## config.mk

```make
export PLATFORM = sky130hd
export DESIGN_NAME = hazard_ctrl
export DESIGN_NICKNAME = d
export VERILOG_FILES = /design/src/rtl/hazard_ctrl.sv
export SDC_FILE = /design/constraint.sdc
export NUM_CORES = 1
export LEC_CHECK = 0
export BUFFER_PORTS_ARGS = -buffer_cell sky130_fd_sc_hd__buf_2
export CAP_MARGIN = 20
export CORE_ASPECT_RATIO = 0.75
export CORE_MARGIN = 4
export CORE_UTILIZATION = 41
export DETAILED_ROUTE_END_ITERATION = 8
export PLACE_DENSITY = 0.85
export SETUP_SLACK_MARGIN = 0.15
export SLEW_MARGIN = 20
export SYNTH_ARGS = -nofsm -noshare
export SYNTH_HDL_FRONTEND = slang
export SYNTH_SLANG_ARGS = --single-unit
```

## constraint.sdc

```tcl
create_clock -name clk -period 5 [get_ports clk]
set_clock_uncertainty 0.15 [all_clocks]
set_input_delay 1.25 -clock clk [delete_from_list [all_inputs] [get_ports clk]]
set_output_delay 1.25 -clock clk [all_outputs]
set_load 0.05 [all_outputs]
```

## src/rtl/hazard_ctrl.sv

```systemverilog
// Pipeline hazard controller: load-use stalls, taken-branch redirect/flush, data-memory freeze.
// Latency: all outputs are combinational from current state and inputs (same-cycle response).
// Backpressure: dmem_busy freezes every stage and parks the FSM until the memory is ready.
// Optional build macro HAZARD_PERF_EN adds saturating stall/redirect performance counters.
module hazard_ctrl #(
  parameter int unsigned REDIRECT_CYCLES = 1
) (
  input  logic        clk,
  input  logic        rst_,
  input  logic        id_valid,
  input  logic [4:0]  id_rs1_addr,
  input  logic [4:0]  id_rs2_addr,
  input  logic        id_uses_rs2,
  input  logic        ex_valid,
  input  logic        ex_mem_read,
  input  logic [4:0]  ex_rd_addr,
  input  logic        ex_branch_taken,
  input  logic [31:0] ex_target,
  input  logic        dmem_busy,
  output logic        stall_if,
  output logic        stall_id,
  output logic        stall_ex,
  output logic        stall_mem,
  output logic        flush_id,
  output logic        flush_ex,
  output logic        pc_redirect,
  output logic [31:0] redirect_pc
`ifdef HAZARD_PERF_EN
  ,
  output logic [31:0] perf_stall_cycles,
  output logic [31:0] perf_redirects
`endif
);

  typedef enum logic [1:0] {
    ST_RUN      = 2'd0,
    ST_REDIRECT = 2'd1,
    ST_MEMWAIT  = 2'd2
  } st_e;

  // Redirect-state cycles that follow the branch cycle itself.
  localparam logic [3:0] RCNT_INIT = 4'(REDIRECT_CYCLES - 1);
  localparam bit         USE_REDIRECT_ST = (REDIRECT_CYCLES > 1);

  st_e        st_q, st_d;
  st_e        ret_st_q, ret_st_d;
  logic [3:0] rcnt_q, rcnt_d;
  logic [3:0] rcnt_sv_q, rcnt_sv_d;

  // Effective state: MEMWAIT resumes as whatever it interrupted.
  st_e        eff_st;
  logic [3:0] eff_rcnt;

  logic       lu;
  logic       br_taken;

  logic        stall_if_c, stall_id_c, stall_ex_c, stall_mem_c;
  logic        flush_id_c, flush_ex_c, pc_redirect_c;
  logic [31:0] redirect_pc_c;

  // Load in EX writing a register that ID is about to read; x0 never hazards.
  always_comb begin
    lu = ex_valid & ex_mem_read & (ex_rd_addr != 5'd0) & id_valid &
         ((id_rs1_addr == ex_rd_addr) | (id_uses_rs2 & (id_rs2_addr == ex_rd_addr)));
    br_taken = ex_valid & ex_branch_taken;
  end

  // Next-state and output decode, priority: dmem_busy > branch > load-use.
  always_comb begin
    st_d          = st_q;
    ret_st_d      = ret_st_q;
    rcnt_d        = rcnt_q;
    rcnt_sv_d     = rcnt_sv_q;
    stall_if_c    = 1'b0;
    stall_id_c    = 1'b0;
    stall_ex_c    = 1'b0;
    stall_mem_c   = 1'b0;
    flush_id_c    = 1'b0;
    flush_ex_c    = 1'b0;
    pc_redirect_c = 1'b0;
    redirect_pc_c = 32'd0;

    eff_st   = (st_q == ST_MEMWAIT) ? ret_st_q  : st_q;
    eff_rcnt = (st_q == ST_MEMWAIT) ? rcnt_sv_q : rcnt_q;

    if (dmem_busy) begin
      // Freeze everything; remember where we were so it can resume unchanged.
      stall_if_c  = 1'b1;
      stall_id_c  = 1'b1;
      stall_ex_c  = 1'b1;
      stall_mem_c = 1'b1;
      if (st_q != ST_MEMWAIT) begin
        st_d      = ST_MEMWAIT;
        ret_st_d  = st_q;
        rcnt_sv_d = rcnt_q;
      end
    end else if (eff_st == ST_REDIRECT) begin
      // Keep squashing wrong-path fetches; branch and load-use are irrelevant here.
      flush_id_c = 1'b1;
      flush_ex_c = 1'b1;
      rcnt_d     = (eff_rcnt > 4'd1) ? (eff_rcnt - 4'd1) : 4'd0;
      st_d       = (eff_rcnt > 4'd1) ? ST_REDIRECT : ST_RUN;
      ret_st_d   = ST_RUN;
    end else begin
      st_d     = ST_RUN;
      rcnt_d   = 4'd0;
      ret_st_d = ST_RUN;
      if (br_taken) begin
        pc_redirect_c = 1'b1;
        redirect_pc_c = ex_target;
        flush_id_c    = 1'b1;
        flush_ex_c    = 1'b1;
        if (USE_REDIRECT_ST) begin
          st_d   = ST_REDIRECT;
          rcnt_d = RCNT_INIT;
        end
      end else if (lu) begin
        // Hold IF/ID one cycle and push a bubble into EX while the load completes.
        stall_if_c = 1'b1;
        stall_id_c = 1'b1;
        flush_ex_c = 1'b1;
      end
    end
  end

  // While reset is asserted every control output is forced low.
  always_comb begin
    stall_if    = rst_ & stall_if_c;
    stall_id    = rst_ & stall_id_c;
    stall_ex    = rst_ & stall_ex_c;
    stall_mem   = rst_ & stall_mem_c;
    flush_id    = rst_ & flush_id_c;
    flush_ex    = rst_ & flush_ex_c;
    pc_redirect = rst_ & pc_redirect_c;
    redirect_pc = rst_ ? redirect_pc_c : 32'd0;
  end

  // FSM state, redirect counter and MEMWAIT save registers.
  always_ff @(posedge clk or negedge rst_) begin
    if (!rst_) begin
      st_q      <= ST_RUN;
      ret_st_q  <= ST_RUN;
      rcnt_q    <= 4'd0;
      rcnt_sv_q <= 4'd0;
    end else begin
      st_q      <= st_d;
      ret_st_q  <= ret_st_d;
      rcnt_q    <= rcnt_d;
      rcnt_sv_q <= rcnt_sv_d;
    end
  end

`ifdef HAZARD_PERF_EN
  logic [31:0] perf_stall_q;
  logic [31:0] perf_redir_q;

  // Saturating event counters for stall and redirect cycles.
  always_ff @(posedge clk or negedge rst_) begin
    if (!rst_) begin
      perf_stall_q <= 32'd0;
      perf_redir_q <= 32'd0;
    end else begin
      if (stall_if_c && (perf_stall_q != 32'hFFFF_FFFF)) begin
        perf_stall_q <= perf_stall_q + 32'd1;
      end
      if (pc_redirect_c && (perf_redir_q != 32'hFFFF_FFFF)) begin
        perf_redir_q <= perf_redir_q + 32'd1;
      end
    end
  end

  assign perf_stall_cycles = perf_stall_q;
  assign perf_redirects    = perf_redir_q;
`endif

endmodule
```

==> reports/qor.csv <==
metric,value,unit
routed via count,1192,
gr ovfl total,0,
startpoint of the worst register-to-register path,st_q[1],
Final min period,4.213,ns
worst setup margin,0.7869,ns
#FFs+latches synth,12,
area grow syn2layout,45.50,%
number of global-route vias before repair,1028,
Fin Setup TNS,0,ns
Hold Crit Class,reg2reg,
leading area contributor after synthesis,dfrtp_1,
maximum vdd drop,0.0001670,V
hold_ws,0.3733,ns
share of layout cells above drive strength 1,48.62,%
Max Root-Sink Buffers,2,
Worst-Margin Slew,0.7276,ns
worst reg2reg path depth,7,
drt pass-1 iters,4,
Final Core Density,62.40,%
Setup crit start,dmem_busy,
Clock transition at path regs,0.05,ns
number of enable flip-flop cells after synthesis,0,
Starting Density,42.89,%
crit path capture type,output port,
Netlist cell types,39,
worst hold start,rcnt_q[0],
Avg Inst Size Synth,8.788,sq um
initial antenna violation count,0,
drt drc,0,
worst hold path depth,2,
Initial DRC Count,18,
Setup crit start kind,primary input,
global-route wire length before repair,4643,um
Die Y,53.36,um
post-CTS setup buffers,0,
Synth Cell Area,0.001125,sq mm
CTS H-tree depth,1,
max-cap viol count,0,
finished layout cell area,0.001637,sq mm
"Hold-fix buffers, CTS",0,
RePlAce Congestion,0.8109,
YS warnings,0,
Slew headroom,51.34,%
final setup violation count,0,
CP required,3.60,ns
final wirelength,3166,um
outcome,"complete, no violations",
DIE AREA,0.003654,sq mm
Post-DP Area,0.001582,sq mm
pins over their slew limit,0,
Fillers,248,
largest net degree at the start of global routing,34,
Total GRT Usage,16.93,%
Sink Count,12,
"worst slack, placed",0.7395,ns
routed len/inst,12.46,um
"Clk Latency, worst-skew pair",0.24,ns
cells after synthesis,128,
dominant cells by area after synthesis,"dfrtp_1 27%, and2_1 18%, xor2_1 7.0%",
RSZ-0062 raised after global routing,no,
Rows,16,
WS Path Type,in2out,
I/O pin total,94,
core box area,0.002623,sq mm
# resized after CTS,0,
"FFs w/ async S/R, synth",100.0,%
period utilization,84.26,%
CTS buffer count,3,
power density over cell area,172.4,mW/mm^2
CP max FO,33,
leakage,0.9590,nW
Post-synth top flop,dfrtp_1,
Vias/cell,4.693,
Final Hold Fails,0,
Detail Route Antenna Nets,0,
chip width,68.48,um
hpwl dp,2708,um
CTS tree,built,
syn nets,185,
final net count,276,
port bufs,93,
area share of the largest cell type after synthesis,26.70,%
"most common cell after layout, fill and taps aside",buf_2,
highest clock rate,237.4,MHz
register area share after synthesis,26.70,%
ant diodes,0,
"commonest non-fill, non-tap cells in the layout","93 x buf_2, 33 x and2_1, 12 x dfrtp_1",
Clock Tree Root,clkbuf_8,
data arrival time of the critical path,2.81,ns
==> Yosys cell counts (2+ instances only) <==
master	n
ha_1	2
o211a_1	2
o21ai_2	2
xor2_1	9
mux2i_1	4
nand2b_1	5
and2_1	33
buf_4	2
nor3_1	2
nand2_1	8
buf_6	3
clkbuf_1	2
dfrtp_1	12
nand3_1	2
o31ai_1	2
mux2_1	5
nand3b_1	2
nor2_1	9
a21oi_1	2
==> routing by layer <==
metal,GRT usage (%),vias up,share of wire [%]
met4,4.950,0,0.92
met1,21.34,526,41
li1,-,612,-
met5,0,-,0
met2,27.42,49,46
met3,5.308,5,12
==> where the power goes <==
| group | leakage [nW] | switching (mW) | total (mW) | internal (mW) |
|---|---|---|---|---|
| Clock | 0.0288 | 0.0353 | 0.105 | 0.0695 |
| Sequential | 0.165 | 0.000773 | 0.0985 | 0.0977 |
| Combinational | 0.765 | 0.0480 | 0.0789 | 0.0309 |
| Total | 0.959 | 0.0841 | 0.282 | 0.198 |
==> layout make-up <==
| class | instances | area (sq um) | area share [%] |
|---|---|---|---|
| Tap cell | 36 | 45.04 | 2.752 |
| Inverter | 1 | 3.754 | 0.2294 |
| Sequential cell | 12 | 300.3 | 18.35 |
| Timing Repair Buffer | 94 | 473.0 | 28.90 |
| Clock buffer | 4 | 55.05 | 3.364 |
| Multi-Input combinational cell | 107 | 759.5 | 46.41 |
==> worst max-delay path: stages <==
cell	delay [ns]
buf_2	0.18
nand2b_1	0.25
nor3_4	0.64
and2_1	0.23
buf_2	0.26
==> registers in the layout, indices dropped and copies added (netlist names) <==
signal     cells
ret_st_q       2
rcnt_sv_q      4
rcnt_q         4
st_q           2
==> final timing paths <==
path / to / slack, ns
hold reg to reg: rcnt_q[0] / 0.37
max in group asynchronous: ret_st_q[0] / 3.71
setup reg to reg: rcnt_q[2] / 2.79
setup / recovery: redirect_pc[7] / 0.79
hold / removal: rcnt_q[0] / 0.37
min in group asynchronous: rcnt_sv_q[3] / 0.82
==> cell families (layout without fill, tap and decap cells) <==
| kind of cell | count (synthesis) | in the layout | synth area share (%) |
|---|---|---|---|
| adder cells (fa/ha/maj) | 2 | 2 | 2.224 |
| flip-flops | 12 | 12 | 26.70 |
| AND/OR/NAND/NOR | 69 | 69 | 36.71 |
| buffers and inverters | 9 | 99 | 5.783 |
| multiplexers | 10 | 10 | 9.788 |
| XOR/XNOR | 10 | 10 | 7.787 |
| AO/OA/AOI/OAI | 16 | 16 | 11.01 |
==> through the flow <==
step	cells	power, mW
floorplan	128	0.1478
global placement	250	0.1786
detailed placement	250	0.1796
CTS	254	0.2866
global route	254	0.2975
finish	254	0.2822
No activity file was read; power rests on OpenSTA's default activity.
